`config.mk`:
```
export PLATFORM = sky130hd
export DESIGN_NAME = sprite_sched
export DESIGN_NICKNAME = d
export VERILOG_FILES = /design/src/rtl/sprite_sched.sv
export SDC_FILE = /design/constraint.sdc
export NUM_CORES = 1
export LEC_CHECK = 0
export BUFFER_PORTS_ARGS = -buffer_cell sky130_fd_sc_hd__buf_2
export CORE_UTILIZATION = 45
export CTS_BUF_LIST = sky130_fd_sc_hd__clkbuf_16
export DETAILED_ROUTE_END_ITERATION = 10
export HOLD_SLACK_MARGIN = 0.02
export PLACE_DENSITY_LB_ADDON = 0.1
export SLEW_MARGIN = 5
export SYNTH_ARGS = -nofsm -noshare
export SYNTH_HDL_FRONTEND = slang
export SYNTH_SLANG_ARGS = --single-unit
```
`constraint.sdc`:
```
create_clock -name clk -period 12.58 [get_ports clk]
set_input_delay 1.887 -clock clk [delete_from_list [all_inputs] [get_ports clk]]
set_output_delay 1.887 -clock clk [all_outputs]
set_load 0.01 [all_outputs]
```
`src/rtl/sprite_sched.sv`:
```
// Sprite layer scheduler: round-robin position writes into shadow regs,
// frame-atomic commit to active regs, registered per-pixel hit/ID.
module sprite_sched #(
    parameter int NUM_REQ = 2,
    parameter int NUM_SPR = 4,
    parameter int SPR_W   = 101,
    parameter int SPR_H   = 60,
    localparam int SW = (NUM_SPR > 1) ? $clog2(NUM_SPR) : 1,
    localparam int PW = (NUM_REQ > 1) ? $clog2(NUM_REQ) : 1
) (
    input  logic                  clk,
    input  logic                  rst,
    input  logic                  frame_start,
    input  logic [10:0]           CounterX,
    input  logic [8:0]            CounterY,
    input  logic                  inDisplayArea,
    input  logic [NUM_REQ-1:0]    req_valid,
    input  logic [NUM_REQ*SW-1:0] req_idx,
    input  logic [NUM_REQ*11-1:0] req_x,
    input  logic [NUM_REQ*9-1:0]  req_y,
    input  logic [NUM_REQ-1:0]    req_en,
    output logic [NUM_REQ-1:0]    req_ready,
    output logic                  pix_hit,
    output logic [SW-1:0]         pix_id,
    output logic                  commit_pending,
    output logic [15:0]           frame_count
);

    logic [10:0]        sh_x  [NUM_SPR];
    logic [8:0]         sh_y  [NUM_SPR];
    logic [NUM_SPR-1:0] sh_en;
    logic [10:0]        act_x [NUM_SPR];
    logic [8:0]         act_y [NUM_SPR];
    logic [NUM_SPR-1:0] act_en;
    logic [NUM_SPR-1:0] dirty;
    logic [NUM_SPR-1:0] dirty_nxt;
    logic [PW-1:0]      rr_ptr;

    logic          gnt_any;
    logic [PW-1:0] gnt_idx;
    logic [SW-1:0] w_idx;
    logic [10:0]   w_x;
    logic [8:0]    w_y;
    logic          w_en;
    logic          w_ok;

    // Grants are suppressed during reset and the commit cycle.
    always_comb begin
        int c;
        c         = 0;
        gnt_any   = 1'b0;
        gnt_idx   = '0;
        req_ready = '0;
        if (!rst && !frame_start) begin
            for (int j = 0; j < NUM_REQ; j++) begin
                c = int'(rr_ptr) + j;
                if (c >= NUM_REQ) c = c - NUM_REQ;
                if (!gnt_any && req_valid[c]) begin
                    gnt_any = 1'b1;
                    gnt_idx = PW'(c);
                end
            end
        end
        if (gnt_any) req_ready[gnt_idx] = 1'b1;
    end

    always_comb begin
        w_idx = req_idx[int'(gnt_idx)*SW +: SW];
        w_x   = req_x[int'(gnt_idx)*11 +: 11];
        w_y   = req_y[int'(gnt_idx)*9 +: 9];
        w_en  = req_en[gnt_idx];
        w_ok  = gnt_any && (int'(w_idx) < NUM_SPR);
    end

    always_comb begin
        dirty_nxt = dirty;
        if (frame_start) dirty_nxt = '0;
        else if (w_ok) dirty_nxt[w_idx] = 1'b1;
    end

    always_ff @(posedge clk) begin
        if (rst) begin
            for (int k = 0; k < NUM_SPR; k++) begin
                sh_x[k]  <= '0;
                sh_y[k]  <= '0;
                act_x[k] <= '0;
                act_y[k] <= '0;
            end
            sh_en          <= '0;
            act_en         <= '0;
            dirty          <= '0;
            rr_ptr         <= '0;
            commit_pending <= 1'b0;
            frame_count    <= '0;
        end else begin
            dirty          <= dirty_nxt;
            commit_pending <= |dirty_nxt;
            if (frame_start) begin
                for (int k = 0; k < NUM_SPR; k++) begin
                    act_x[k] <= sh_x[k];
                    act_y[k] <= sh_y[k];
                end
                act_en      <= sh_en;
                frame_count <= frame_count + 16'd1;
            end
            if (w_ok) begin
                sh_x[w_idx]  <= w_x;
                sh_y[w_idx]  <= w_y;
                sh_en[w_idx] <= w_en;
            end
            if (gnt_any) begin
                if (int'(gnt_idx) == NUM_REQ - 1) rr_ptr <= '0;
                else rr_ptr <= gnt_idx + PW'(1);
            end
        end
    end

    logic          hit_any;
    logic [SW-1:0] hit_id;

    // Widened bounds clip boxes at the screen edge instead of wrapping.
    always_comb begin
        logic [11:0] xe;
        logic [9:0]  ye;
        hit_any = 1'b0;
        hit_id  = '0;
        xe      = '0;
        ye      = '0;
        for (int k = NUM_SPR - 1; k >= 0; k--) begin
            xe = {1'b0, act_x[k]} + 12'(SPR_W);
            ye = {1'b0, act_y[k]} + 10'(SPR_H);
            if (act_en[k] &&
                (CounterX >= act_x[k]) &&
                ({1'b0, CounterX} < xe) &&
                (CounterY >= act_y[k]) &&
                ({1'b0, CounterY} < ye)) begin
                hit_any = 1'b1;
                hit_id  = SW'(k);
            end
        end
    end

    always_ff @(posedge clk) begin
        if (rst) begin
            pix_hit <= 1'b0;
            pix_id  <= '0;
        end else begin
            pix_hit <= hit_any & inDisplayArea;
            pix_id  <= hit_id;
        end
    end

endmodule

```
==> impl_results.md <==
- Max Cap Viol: 0
- Root buf cell: clkbuf_16
- Clk_lat worst skew: 0.43 ns
- DR vias/cell: 5.364
- Critical-path top delay cell: nor2_1
- Worst-margin pin slew: 0.9370 ns
- Total power: ~1.5 mW
- Commonest register cell after synthesis: edfxtp_1
- CTS resizes: 0
- Synth Register Bits: ~190
- Avg Cell Area, Syn: 10.55 um2
- Tcrit/Tclk final: 0.4412
- Setup Buffers After CTS: 0
- Pwr Density: 117.3 nW/um2
- Placed cell count: around 1,500
- Final Wtd Congestion: 0.8193
- Final wirelength: 27,180 um
- Pre-CTS setup slack: between 6 and 7 ns
- Min Hold Slack: 0.4607 ns
- Startpoint Class: input pin
- Detailed Place HPWL: 20,790 um
- Post-Syn Area: 11,750 um2
- Residual DRC: 0
- Sequential cell area: ~5500 um2
- Hold Path Class: flip-flop to flip-flop
- DIE AREA: 26,770 um2
- Final setup margin: about 7 ns
- Sw frac: 0.2807
- Fmax: 0.1802 GHz
- ANT nets after route: 0
- Vert. Die Dim: approximately 160 um
- Drt pass-1 iters: 5
- Hold_buf cts: 0
- Clock skew: 0.01211 ns
- Post-layout util: 0.5180
- CTS Buffer Depth: 2
- Post-synthesis cell count: roughly 1,100
- Fillers: 2,337
- Post-synthesis simple-gate area fraction: 0.1480
- Unique cell type count in the Yosys netlist: 63
- Initial drt markers: 502
- Synth Area in Adders: 0.1714
- Non-filler cells, final: around 1,500
- Area grow syn2layout: 11.93%
- Crit path buf inv count: 5
- # diodes: 0
- First-pass GRT wire length: 42,430 um
- Core ar.: 25,400 um2
- Minimum clock period after layout: approximately 5.6 ns
- P_leak: 5.788 nW
- Worst EP arrival: 3.66 ns
- Crit-path cells: buf_2, buf_4, nor2_1, clkinv_2, nor2_1, buf_4, buf_2
- Initial Util: 0.4628
- Largest family of logic cells by synthesized area: adder cells
- Boundary Pins: 94
- Die X: 163.6 um
- Critical path required time: 10.69 ns
- Yosys Warn Count: 0
- Worst setup EP type: primary output
- VDD IR-drop max: just over 0.09 mV
- Antenna violations before repair: 1
- Top fanout value on the critical path: 92
- Seq pwr share: 0.486
- IO buf count: between 90 and 100
- Max-slew violations: 0
- Outcome: finished, final reports clean
- RSZ-0062 raised after global routing: no
- Mux share of post-synthesis cell area: 0.005961
- Placed Area: 12,550 um2
- Compound-Gate Fraction of Synth Area: 0.1123
- WL/cell: around 18 um
- H-tree depth: 4
- Final Hold Vio Count: 0
- Syn nets: 1,347
- P_sw: 0.4331 mW
- Worst slew margin: 0.3734
- Post-synth EDFFs: 160
- Share of layout cells above drive strength 1: 0.1188
- CP top delay family: buffers and inverters
- Vias in the first global route: 7,701
- Pin count of the biggest net entering global routing: between 90 and 100
- Num CTS Buffers: 17
- Total Neg Setup Slack: 0 ns
- Internal cell power: 1.110 mW
- Row cnt: 58
- Total Nets Final: ~1,400
- TritonCTS clock tree: yes
- Gate power share: 0.162
- Synth async-reset ratio: 0
- Xor/xnor share of the synthesized area: 0.05067
- GR Util All Layers: 0.2122
- Area taken by multi-input logic gates: 5739 um2
- CP peak stage delay: 0.39 ns
- Clock power share: 0.351
- Total grt overflow: 0
- Vias after detailed routing: 8,272
- Register area share after synthesis: 0.4650
- Setup CP Type: input pin to primary output
- # clock sinks: between 150 and 200
- Finished Cell Area: about 13,000 um2
- Clock Pin Slew Worst Setup and Hold Paths: 0.08 ns
- Final setup vio count: 0
[power groups by stage]
| stage | sequential [mW] | clock [mW] | combinational, mW |
|---|---|---|---|
| 2_1_floorplan | 0.754 | 0 | 0.178 |
| 3_3_place_gp | 0.764 | 0 | 0.246 |
| 3_5_place_dp | 0.764 | 0 | 0.251 |
| 4_1_cts | 0.750 | 0.550 | 0.253 |
| 5_1_grt | 0.754 | 0.573 | 0.288 |
| 6_report | 0.750 | 0.542 | 0.251 |
[cells by family (layout without fill, tap and decap cells)]
logic type,Yosys count,count (layout)
XOR/XNOR,68,68
multiplexers,7,7
AND/OR/NAND/NOR,348,348
adder cells (fa/ha/maj),161,161
flip-flops,193,193
buffers and inverters,145,243
AO/OA/AOI/OAI,192,192
[synth_stat cells, types with 2 or more instances]
library cell  number  area (um2)
a2111o_1           4       45.04
a2111oi_0          7       61.31
a211o_1            4       35.03
a211oi_1           8       60.06
a21o_1             9       67.56
a21oi_1           57       285.3
a221oi_1           2       17.52
a22oi_1           20       150.1
a311oi_1           4       35.03
a31oi_1            5       31.28
a41oi_1            2       17.52
and3_1            85       531.8
buf_2              4       20.02
clkbuf_1          27       101.4
dfxtp_1           33       660.6
edfxtp_1         160        4805
ha_1             161        2014
inv_1            109       409.1
inv_2              3       11.26
mux2i_1            7       70.07
nand2_1           54       202.7
nand2b_1           9       56.30
nand3_1           28       140.1
nand4_1           17       106.4
nor2_1           115       431.7
nor2b_1           11       68.82
nor3_1            13       65.06
o2111ai_1          3       26.28
o211ai_1           8       60.06
o21a_1            12       90.09
o21ai_0           22       110.1
o21ai_1            3       15.01
o21bai_1           2       15.01
o221ai_1           3       26.28
o31ai_1            4       30.03
or3_1              6       37.54
xnor2_1           55       481.7
xor2_1            13       113.9
[cell type report]
| type | count | share of cell area |
|---|---|---|
| repair buffers | 98 | 0.03823 |
| flip-flops and latches | 193 | 0.4154 |
| inverters | 113 | 0.03233 |
| clock inverters | 14 | 0.01217 |
| multi-input cells | 776 | 0.4362 |
| clock buffers | 18 | 0.03424 |
| well taps | 330 | 0.03138 |
[path summary, 6_finish.rpt]
check,start,end,slack (ns),depth (start not counted)
worst max register to register,act_y[0][31]$_SDFFCE_PN0P_,pix_hit$_SDFF_PP0_,9.29,12
worst max-delay path,frame_start,req_ready[0],7.03,7
worst min-delay path,dirty[2]$_SDFF_PP0_,dirty[2]$_SDFF_PP0_,0.46,2
worst min register to register,dirty[2]$_SDFF_PP0_,dirty[2]$_SDFF_PP0_,0.46,2
[metal layers]
layer	part of all wire	track usage	routed length (um)
met5	0	0	0
met4	0.017	0.05934	453
met3	0.045	0.03047	1234
met2	0.41	0.3055	11120
met1	0.53	0.3276	14370
[cells in the final DEF, fill, tap and decap left out, drive strengths merged, types with 33 or more instances in the layout]
cell type	n
inv	118
a21oi	59
buf	98
and3	85
dfxtp	33
nor2	115
edfxtp	160
ha	161
nand2	54
xnor2	55
[state kept, by name (all words and copies together), names as in the netlist]
name / flops
dirty: 4
rr_ptr: 1
pix_hit: 1
sh_en: 4
commit_pending: 1
act_en: 4
sh_y: 36
pix_id: 2
act_x: 44
frame_count: 16
act_y: 36
sh_x: 44
[tightest hold or removal path: stages, from the launching register on]
cell and delay [ns]:
dfxtp_1 0.31, nor2b_1 0.05, nor2_1 0.07
Note: power is estimated with default switching activity, not from simulation.
